## src/rtl/sap_ram_mar.sv

```systemverilog
// SAP RAM with its memory address register, plus a synchronised push-button path
// for keying a program in word by word from the DIP switches.
module sap_ram_mar #(
   parameter int unsigned DATA_W   = 8,
   parameter int unsigned ADDR_W   = 4,
   parameter int unsigned AUTO_INC = 1
) (
   input  logic              clk,
   input  logic              clear_n,
   input  logic              prog_mode,
   input  logic [ADDR_W-1:0] prog_addr,
   input  logic [DATA_W-1:0] prog_data,
   input  logic              prog_addr_load,
   input  logic              prog_write_btn,
   input  logic [DATA_W-1:0] bus_in,
   input  logic              load_mar_n,
   input  logic              ram_in_n,
   input  logic              ram_out_n,
   output logic [DATA_W-1:0] bus_out,
   output logic              bus_oe,
   output logic [ADDR_W-1:0] mar_q,
   output logic              prog_busy
);

   localparam int unsigned DEPTH = 2 ** ADDR_W;

   localparam logic [1:0] ST_IDLE     = 2'd0;
   localparam logic [1:0] ST_WRITE    = 2'd1;
   localparam logic [1:0] ST_INC      = 2'd2;
   localparam logic [1:0] ST_WAIT_REL = 2'd3;

   logic [DATA_W-1:0] r_mem [DEPTH];
   logic [ADDR_W-1:0] r_mar;
   logic [ADDR_W-1:0] w_mar_d;
   logic [1:0]        r_state;
   logic [1:0]        w_state_d;
   logic              r_s1;
   logic              r_s2;
   logic              r_s3;
   logic              w_rise;
   logic              w_prog_we;
   logic              w_bus_we;

   // s1/s2 resynchronise the raw button; s3 delays s2 for rising-edge detection
   always_ff @(posedge clk or negedge clear_n) begin
      if (!clear_n) begin
         r_s1 <= 1'b0;
         r_s2 <= 1'b0;
         r_s3 <= 1'b0;
      end else begin
         r_s1 <= prog_write_btn;
         r_s2 <= r_s1;
         r_s3 <= r_s2;
      end
   end

   assign w_rise = r_s2 & ~r_s3;

   always_comb begin
      w_state_d = r_state;
      if (!prog_mode) begin
         w_state_d = ST_IDLE;
      end else begin
         case (r_state)
            ST_IDLE:     if (w_rise) w_state_d = ST_WRITE;
            ST_WRITE:    w_state_d = (AUTO_INC != 0) ? ST_INC : ST_WAIT_REL;
            ST_INC:      w_state_d = ST_WAIT_REL;
            ST_WAIT_REL: if (!r_s2) w_state_d = ST_IDLE;
            default:     w_state_d = ST_IDLE;
         endcase
      end
   end

   // Leaving programming mode mid-INC drops the increment
   always_comb begin
      w_mar_d = r_mar;
      if (prog_mode) begin
         if (r_state == ST_INC) begin
            w_mar_d = r_mar + 1'b1;
         end else if (prog_addr_load &&
                      (r_state == ST_IDLE || r_state == ST_WAIT_REL)) begin
            w_mar_d = prog_addr;
         end
      end else if (!load_mar_n) begin
         w_mar_d = bus_in[ADDR_W-1:0];
      end
   end

   always_ff @(posedge clk or negedge clear_n) begin
      if (!clear_n) begin
         r_state <= ST_IDLE;
         r_mar   <= '0;
      end else begin
         r_state <= w_state_d;
         r_mar   <= w_mar_d;
      end
   end

   // A WRITE already entered completes even if prog_mode drops that cycle
   assign w_prog_we = (r_state == ST_WRITE);
   assign w_bus_we  = ~prog_mode & ~ram_in_n;

   // Memory has no reset so contents survive clear_n
   always_ff @(posedge clk) begin
      if (w_prog_we) begin
         r_mem[r_mar] <= prog_data;
      end else if (w_bus_we) begin
         r_mem[r_mar] <= bus_in;
      end
   end

   assign bus_oe    = clear_n & ~prog_mode & ~ram_out_n;
   assign bus_out   = bus_oe ? r_mem[r_mar] : '0;
   assign mar_q     = r_mar;
   assign prog_busy = (r_state != ST_IDLE);

endmodule

```

## config.mk

```make
export PLATFORM = sky130hd
export DESIGN_NAME = sap_ram_mar
export DESIGN_NICKNAME = d
export VERILOG_FILES = /design/src/rtl/sap_ram_mar.sv
export SDC_FILE = /design/constraint.sdc
export NUM_CORES = 1
export LEC_CHECK = 0
export ABC_AREA = 0
export CAP_MARGIN = 20
export CORE_MARGIN = 2
export CORE_UTILIZATION = 53
export CTS_CLUSTER_DIAMETER = 200
export DETAILED_ROUTE_END_ITERATION = 10
export GPL_ROUTABILITY_DRIVEN = 0
export GPL_TIMING_DRIVEN = 0
export PLACE_DENSITY = 0.82
export RECOVER_POWER = 50
export SETUP_SLACK_MARGIN = 0.05
export SYNTH_ARGS = -nofsm -noshare
export SYNTH_HDL_FRONTEND = slang
export SYNTH_SLANG_ARGS = --single-unit
```

## constraint.sdc

```tcl
create_clock -name clk -period 2.52 [get_ports clk]
set_input_delay 0.504 -clock clk [delete_from_list [all_inputs] [get_ports clk]]
set_output_delay 0.504 -clock clk [all_outputs]
set_load 0.01 [all_outputs]
```

==> results.cfg <==
[sta]
hold_viol = 0
tightest_slew_ns = 0.936
fmax_mhz = 369
min_period_ns = 2.71
rsz0062_at_grt = yes
min_period_over_period_pct = 108
relSlewSlack_pct = 37.4
drv_slew = 0
setup_viol = 8
setup_tns_ns = -1.26
skew_ns = 0.00707
postLayoutSetupSlackWorst_ns = -0.190

[synth]
mappedNetlistNets = 343
avgSynthCellArea_um2 = 18.6
async_flop_share_pct = 6.57
synth_cell_type_count = 35
yosysTopAreaCellShare_pct = 67.2
ys_warn_count = 0
synth_area_leaders = edfxtp_1, mux4_2, dfrtp_1, mux4_1, mux2i_1
synth_edf_count = 128
synthMostInstantiatedCell = edfxtp_1
ys.flop_type = edfxtp_1
synth.largest_area_cell = edfxtp_1
yosys-top-cells-count = edfxtp_1, mux4_2, mux2i_1
synth_seq_area_share_pct = 71.1
ys_seq_elements = 137
synthCells = 307
syn_area_um2 = 5720

[worst_hold_path]
hold_path_class = reg -> reg

[global_routing]
grt_max_degree = 17
globalRouteTotalUtil_pct = 24.2
grt_pass1_vias = 3294
grt_pass1_wl_um = 19500
grt.overflow.total = 0
antenna_found_initial = 0

[floorplanning]
dieHeight_um = 108
core_area_um2 = 10400
chipWidth_um = 108
io_pins = 42
dieArea_um2 = 11600
initial_core_util_pct = 54.9
rows = 37

[detailed_routing]
wl_per_cell_um = 24.7
drtIter0Drc = 290
ant_nets = 0
vias = 3280
routed_wl_um = 13200
post-route-drc-count = 0
dr.pass1.iters = 5
viasPerCell = 6.12

[clocking]
clk_pin_slew_ns = 0.06
cts_buffer_depth = 2
clk_latency_ns = 0.52
htree_levels = 4
cts.sinks = 137
cts_tree = yes
cts-root-buf = clkbuf_8
cts-buffers-inserted = 17

[setup_path]
cp_data_arrival_time_ns = 2.21
crit_path_max_incr_delay_ns = 0.43
worstPathRequired_ns = 2.02
startpoint = mar_q[1]
crit_end = bus_out[7]
critPathSlowestCell = dfrtp_2
crit_path_max_fanout = 5
worstSetupPathType = reg -> out
r2r_cells = 8
reg2reg_slack_ns = 0.11
rr_startpoint = mar_q[1]
crit_path_end_kind = output pin
cp_cell_sequence = buf_8 -> buf_12 -> buf_4 -> mux4_2 -> a22oi_2 -> o21ai_1 -> buf_2
r2r_end = r_mem[8][2]
cp-start-kind = register

[final_layout]
final_cells = 536
antenna_cells = 0
area_delta_synth_final_pct = 25.6
nets = 424
n_fill_cell = 637
drive_gt1_share_pct = 33.8

[outcome]
status = complete, but fails checks
failed_checks = negative setup slack

[power_and_ir_drop]
power.density_nw_per_um2 = 1110
p_leak_nw = 2.46
peakVddDrop_mv = 0.567
power_mw = 7.99

[job]
max-cap-violations = 0

[placed_design]
dpl.cell_count = 488
numPortBuffers = 41
hpwl_um = 7710
==> what timing repair did <==
| action | CTS | global route |
|---|---|---|
| setup endpoints to repair | 13 | 46 |
| buffers inserted | 15 | 1 |
| gates resized for setup | 83 | 18 |
| hold endpoints to repair | 0 | 9 |
| pin swaps | 9 | 5 |
| hold buffers | 0 | 1 |
| gates cloned | 2 | 0 |
==> placed cells by master, fill, tap and decap left out, drive strengths merged, types with 2 or more instances in the layout <==
cell             n
mux4            28
nor2b            3
nor2            17
mux2i           18
xnor2            2
o21ai           12
nand2b           4
edfxtp         128
clkbuf          22
dfrtp            9
a21oi            2
buf             41
mux2             8
a22oi           10
and2             2
inv              9
nand2           11
and3             2
nor3             5
a211oi           2
clkinvlp         4
ha               8
clkinv           6
dlygate4sd3      2
clkdlybuf4s50   30
nand3            6
==> worst max-delay path, delay by kind of cell (launching register included) <==
kind | cells | cell delay, ns
muxes | 1 | 0.42
AOI/OAI and AO/OA | 2 | 0.27
buffers and inverters | 4 | 0.55
DFF | 1 | 0.43
==> power breakdown <==
| group | internal (mW) | switching [mW] |
|---|---|---|
| logic | 1.43 | 1.45 |
| registers | 2.81 | 0.0984 |
| clock network | 1.29 | 0.912 |
==> area by class of cell <==
type / count / area (µm²) / area share [%]
plain buffers: 14 / 156 / 2.18
clock buffers: 18 / 418 / 5.81
clock inverters: 13 / 104 / 1.44
inverters: 7 / 26.3 / 0.366
multi-input cells: 147 / 1620 / 22.5
flip-flops and latches: 137 / 4070 / 56.6
well taps: 136 / 170 / 2.37
repair buffers: 64 / 626 / 8.70
==> sequential cells by signal, indices dropped and copies added, names as in the netlist <==
signal	flops
r_mem	128
r_s2	1
mar_q	4
r_s3	1
r_state	2
r_s1	1
==> layer usage <==
metal | vias to the layer above | track usage [%] | part of all wire, % | wire (µm)
li1 | 1386 | - | - | -
met1 | 1715 | 31.7 | 39 | 5140
met2 | 153 | 41.1 | 53 | 6950
met3 | 26 | 4.48 | 6.5 | 862
met4 | 0 | 8.24 | 2.0 | 269
met5 | - | 0 | 0 | 0
==> worst min path at each step <==
stage                            end  cells past startpoint     from  slack (ns)
after floorplan             mar_q[0]                      0  clear_n        0.21
after global placement          r_s2                      0     r_s1        0.33
after CTS                 r_state[0]                      1  clear_n       0.007
after detailed placement        r_s2                      0     r_s1        0.34
final                           r_s2                      0     r_s1        0.35
after global routing            r_s2                      0     r_s1        0.37
==> per-stage QoR <==
step                      util (%)  hold slack [ns]  setup WS [ns]  instance area, µm²
after floorplan                  -            0.208          0.354                5720
after global placement        60.5            0.334          -1.14                6300
after detailed placement      60.7            0.339          -1.17                6320
after CTS                     68.3          0.00745         -0.223                7120
after global routing          69.0            0.369         -0.236                7190
final                         69.0            0.349         -0.190                7190
==> logic make-up after synthesis <==
| kind of cell | after synthesis | synth area share, % |
|---|---|---|
| compound gates | 29 | 3.21 |
| buf+inv | 23 | 2.49 |
| flops | 137 | 71.1 |
| xor+xnor | 2 | 0.306 |
| mux | 54 | 16.3 |
| fa+ha+maj | 8 | 1.75 |
| simple gates | 54 | 4.85 |
(Power assumes the default switching activity.)
